===== config.mk =====
export PLATFORM = sky130hd
export DESIGN_NAME = pwm_timer_core
export DESIGN_NICKNAME = d
export VERILOG_FILES = /design/src/rtl/pwm_timer_core.sv
export SDC_FILE = /design/constraint.sdc
export NUM_CORES = 1
export LEC_CHECK = 0
export CAP_MARGIN = 20
export CORE_MARGIN = 2
export CORE_UTILIZATION = 40
export DETAILED_ROUTE_END_ITERATION = 16
export GPL_ROUTABILITY_DRIVEN = 0
export PLACE_DENSITY_LB_ADDON = 0.05
export REMOVE_ABC_BUFFERS = 1
export SLEW_MARGIN = 5
export SYNTH_ARGS = -nofsm -noshare
export SYNTH_HDL_FRONTEND = slang
export SYNTH_SLANG_ARGS = --single-unit

===== constraint.sdc =====
create_clock -name slow_clk -period 2.4 [get_ports slow_clk]
set_clock_uncertainty 0.1 [all_clocks]
set_input_delay 0.24 -clock slow_clk [delete_from_list [all_inputs] [get_ports slow_clk]]
set_output_delay 0.24 -clock slow_clk [all_outputs]
set_load 0.1 [all_outputs]

===== src/rtl/pwm_timer_core.sv =====
// PWM / timer consumer of the main counter bus: shadowed-duty PWM output,
// match-driven sticky interrupt and the one-shot re-arm pulse to main_counter.
module pwm_timer_core #(
  parameter int   WIDTH   = 16,
  parameter logic OUT_POL = 1'b1
) (
  input  logic             slow_clk,
  input  logic             rst,
  input  logic             sw_rst,
  input  logic [WIDTH-1:0] counter,
  input  logic             counter_en,
  input  logic             mode,
  input  logic             timer_mode,
  input  logic             irq_en,
  input  logic             out_en,
  input  logic [WIDTH-1:0] period_reg,
  input  logic [WIDTH-1:0] duty_reg,
  input  logic             irq_clr,
  output logic             pwm_out,
  output logic             irq,
  output logic             timer_done,
  output logic             irq_rst
);

  typedef enum logic [1:0] {IDLE, PWM_RUN, TIM_RUN, TIM_DONE} state_t;

  state_t           state, state_next;
  logic [WIDTH-1:0] duty_shadow;
  logic [WIDTH-1:0] last_count;
  logic             match, irq_set, irq_cleared, shadow_load, pwm_next;

  // Wraps to all-ones for period_reg=0, so the shadow never reloads there.
  assign last_count = period_reg - {{(WIDTH-1){1'b0}}, 1'b1};

  always_comb begin
    match       = (state == TIM_RUN) && (counter == period_reg) && (period_reg != '0);
    irq_set     = match && irq_en;
    irq_cleared = irq_clr && irq && !irq_set;
    shadow_load = (state == IDLE) || ((state == PWM_RUN) && (counter == last_count));

    pwm_next = ~OUT_POL;
    if ((state == PWM_RUN) && out_en && (period_reg != '0) && (counter < duty_shadow))
      pwm_next = OUT_POL;

    // A mode flip while enabled always drops to IDLE for one cycle first.
    state_next = state;
    if (!counter_en) begin
      state_next = IDLE;
    end else begin
      case (state)
        IDLE:     state_next = mode ? PWM_RUN : TIM_RUN;
        PWM_RUN:  if (!mode) state_next = IDLE;
        TIM_RUN: begin
          if (mode)                          state_next = IDLE;
          else if (match && !timer_mode)     state_next = TIM_DONE;
        end
        TIM_DONE: begin
          if (mode)                          state_next = IDLE;
          else if (irq_cleared || timer_mode) state_next = TIM_RUN;
        end
        default:  state_next = IDLE;
      endcase
    end
  end

  always_ff @(posedge slow_clk) begin
    if (rst || sw_rst) begin
      state       <= IDLE;
      duty_shadow <= '0;
      pwm_out     <= ~OUT_POL;
      irq         <= 1'b0;
      timer_done  <= 1'b0;
      irq_rst     <= 1'b0;
    end else begin
      state   <= state_next;
      pwm_out <= pwm_next;
      if (shadow_load)
        duty_shadow <= duty_reg;
      // A set in the same cycle as a clear wins so no event is lost.
      if (irq_set)
        irq <= 1'b1;
      else if (irq_clr)
        irq <= 1'b0;
      timer_done <= (state_next == TIM_DONE);
      irq_rst    <= (state == TIM_DONE) && irq_cleared;
    end
  end

endmodule


==> impl_metrics.toml <==
[outcome]
outcome = "finished, violations left"
violations_in_the_final_reports = "negative setup slack"

[timing]
final_critical_path_setup_slack_ns = -0.00338
post-route-min-period_ns = 2.40
final.hold.worst_slack_ns = 0.388
relSlewSlack_pct = 61.9
final_hold_viol_count = 0
final_max_slew_viol_count = 0
final.period_utilization_pct = 100
timing.final.setup_violations = 1
measured_slew_at_the_worst_slew_check_pin_ns = 0.571
timing.fmax_ghz = 0.416
grt_setup_unrepaired = "yes"

[run]
timing.max_cap.violations = 0

[place]
postPlaceCellArea_um2 = 3050
dp.final_hpwl_um = 4480
dpl.cell_count = 422
port_buffers = 60

[setup_path]
end_kind = "flip-flop"
critical-path-slowest-cell = "sky130_fd_sc_hd__or4_4"
critical_path_required_ns = 2.47
timing.critical_path.from_type = "input pin"
timing_worst_setup_path_type = "input pin to flip-flop"
worst_r2r_startpoint = "state[0]"
critical_path_cell_sequence = "clkdlybuf4s50_1, xnor2_2, nor4_2, buf_4, o2111ai_1, or4_4, buf_12, mux2i_1, a21o_1"
timing.critical_path.max_delay_family = "simple AND/OR/NAND/NOR gates"
critical_path.startpoint = "counter[0]"
r2r.worst_path.cells = 6
worstPathBufferInverterCount = 3
reg2reg_setup_slack_ns = 0.23
r2r-end = "duty_shadow[0]"
critical_path_arrival_ns = 2.47
critical_path.max_stage_delay_ns = 0.60
worst-path-max-fanout = 8

[floorplan]
floorplan.die_area_um2 = 5580
placementRows = 25
io-pin-count = 61
fp.dieH_um = 74.7
floorplan.die.width_um = 74.7
core_region_area_um2 = 4790
initial_utilization_pct = 41.8

[global_routing]
grt.busiest_layer = "met2"
wire_length_of_the_first_global_routing_pass_um = 9600
antenna_found_initial = 0
global_route.usage.total_pct = 22.2
grt_util_met2_pct = 35.9
grt_start_max_net_pins = 17
global_route.usage.met1_pct = 31.7
grt_pass1_vias = 2112
globalRouteOverflowTotal = 0
grt_use_met3_pct = 2.28

[clock_network]
clk_root_buffer_cell = "sky130_fd_sc_hd__clkbuf_8"
cts-htree-levels = 1
clk_latency_ns = 0.27
tritoncts_clock_tree = "built"
clk_path_buf_depth = 2
clock-sinks = 22
clk_transition_reported_paths_ns = 0.09
tritoncts.num_buffers = 3

[yosys]
syn-mean-instance-area_um2 = 8.06
synth_top_family_by_area = "simple AND/OR/NAND/NOR gates"
post_synth_instance_area_um2 = 2000
synth_cell_types = 47
yosys.area_share.simple_pct = 28.6
ys_ff_latch = 22
syn_inst = 248
synth_compound_gate_area_share_pct = 23.0
synth-xor-area-share_pct = 8.77
yosysWarningCount = 0
multiplexer_share_of_the_synthesized_area_pct = 1.06
synthAdderAreaFrac_pct = 10.0
synth-seq-area-share_pct = 22.0

[detailed_routing]
first_iter_violations = 127
detailedRoute.firstPassIterationCount = 4
routed-via-count = 2182
postRouteWirelength_um = 5940
via_per_inst = 5.05
routedWlPerCell_um = 13.8
detail_route.drc_violations = 0
ant_nets = 0

[power]
max-vdd-ir-drop_v = 0.000303
power.density_nw_per_um2 = 323
leakage_nw = 1.44

[finish]
ratio_of_cells_with_drive_above_1_in_the_final_layout_pct = 32.1
syn_to_final_growth_pct = 66.1
finalInstanceArea_um2 = 3320
antenna_cells = 0
fillerInstances = 412
nets = 439
finalNonFillerCells = 432

[worst_hold_path]
instance_count_along_the_most_critical_hold_path = 2
hp-class = "flip-flop to flip-flop"
min_delay_worst_endpoint = "irq_rst"
worst_hold_startpoint = "irq"
[layout by cell type, fill, tap and decap left out, types with 3 or more instances in the layout]
cell type and count:
sky130_fd_sc_hd__a21o_1 10, sky130_fd_sc_hd__a21oi_1 7, sky130_fd_sc_hd__and3_1 3, sky130_fd_sc_hd__buf_4 60, sky130_fd_sc_hd__buf_6 6, sky130_fd_sc_hd__clkbuf_8 4, sky130_fd_sc_hd__clkdlybuf4s50_1 34, sky130_fd_sc_hd__dfxtp_1 22
sky130_fd_sc_hd__dlygate4sd2_1 10, sky130_fd_sc_hd__dlymetal6s2s_1 4, sky130_fd_sc_hd__ha_1 15, sky130_fd_sc_hd__inv_1 18, sky130_fd_sc_hd__nand2_1 37, sky130_fd_sc_hd__nand2b_1 6, sky130_fd_sc_hd__nand3_1 19, sky130_fd_sc_hd__nand3b_1 3
sky130_fd_sc_hd__nand4_1 6, sky130_fd_sc_hd__nor2_1 10, sky130_fd_sc_hd__nor2b_1 4, sky130_fd_sc_hd__nor3_1 4, sky130_fd_sc_hd__o211ai_2 15, sky130_fd_sc_hd__o21a_1 3, sky130_fd_sc_hd__xnor2_1 12, sky130_fd_sc_hd__xnor2_2 6
[area by class of cell]
cell class | count | area (um2) | share of cell area, %
Clock buffer | 4 | 55.1 | 1.66
Timing Repair Buffer | 121 | 1100 | 33.1
Multi-Input combinational cell | 198 | 1560 | 47.1
Tap cell | 67 | 83.8 | 2.53
Sequential cell | 22 | 440 | 13.3
Inverter | 20 | 80.1 | 2.41
[cell usage after synthesis (all sizes together)]
cell type  instances  area share, %
nor3               7            2.6
nor2b              4            1.3
a221oi             1           0.44
or4                1           0.38
nor4               3           0.94
or3                1           0.56
nand2             38            7.1
inv               20            3.8
o41a               1           0.56
clkbuf             3           0.56
xor2               2           0.88
nand3b             3            1.1
nand2b             6            1.9
and3               3           0.94
and4b              1           0.50
o21a               3            1.1
a41o               1           0.50
a21o              10            3.8
dfxtp             22             22
nand4b             2           0.88
nor2              11            2.1
o21bai             1           0.38
mux2               1           0.56
a31oi              1           0.31
o211ai            17             10
o32a               1           0.50
a41oi              2           0.88
nand3             19            4.8
o2111ai            2           0.88
a21oi              7            1.8
o22a               1           0.44
or4bb              1           0.56
nand4              6            1.9
xnor2             18            7.9
a211o              1           0.44
mux2i              1           0.50
buf                5            2.1
ha                16             10
nor4b              2            1.2
o32ai              1           0.44
o21ai              2           0.50
[layer usage]
metal,part of all wire (%),vias up
met3,3.6,8
met1,48,996
met4,1.3,0
li1,-,1128
met2,48,50
met5,0,-
[logic make-up (layout without fill, tap and decap cells)]
logic type      count (synthesis)  in the layout
mux                             2              2
buf+inv                        28            145
simple gates                  108            108
compound gates                 52             52
fa+ha+maj                      16             16
xor+xnor                       20             20
flops                          22             22
[power breakdown]
| group | switching [mW] | total [mW] | internal [mW] |
|---|---|---|---|
| sequential | 0.00733 | 0.385 | 0.378 |
| clock | 0.130 | 0.276 | 0.147 |
| combinational | 0.173 | 0.409 | 0.236 |
| total | 0.310 | 1.07 | 0.761 |
[flip-flops by register name, summed over array words and instances, names as in the netlist]
signal       flops
pwm_out          1
timer_done       1
irq              1
duty_shadow     16
irq_rst          1
state            2
[worst max path at each step]
| stage | to | slack [ns] | depth (start not counted) |
|---|---|---|---|
| finish | duty_shadow[0] | -0.003 | 9 |
| global route | duty_shadow[0] | -0.06 | 9 |
| detailed placement | duty_shadow[0] | -0.77 | 11 |
| global placement | duty_shadow[0] | -0.69 | 11 |
| floorplan | duty_shadow[0] | -0.41 | 9 |
| CTS | duty_shadow[0] | -0.03 | 11 |
[what timing repair did]
action | CTS | global route
pin swaps | 13 | 9
gates cloned | 2 | 0
endpoints found under the hold margin | 0 | 0
setup buffers | 3 | 1
endpoints found under the setup margin | 17 | 16
resized for setup | 57 | 19
hold buffers | 0 | 0
[per-stage QoR]
step                      util [%]   TNS, ns  total power [mW]  worst slack (ns)
after CTS                     68.2   -0.0491              1.07           -0.0345
after detailed placement      63.7    -12.30             0.775            -0.769
after global routing          69.4    -0.235              1.13           -0.0598
after global placement        63.7    -10.88             0.771            -0.689
after floorplan                  -     -6.26             0.547            -0.413
final                         69.4  -0.00338              1.07          -0.00338
[worst min-delay path, delay by kind of cell, from the launching register on]
family	cells	cell delay (ns)
DFF	1	0.33
and+or+nand+nor	2	0.12
Power figures use the tool's default switching activity.
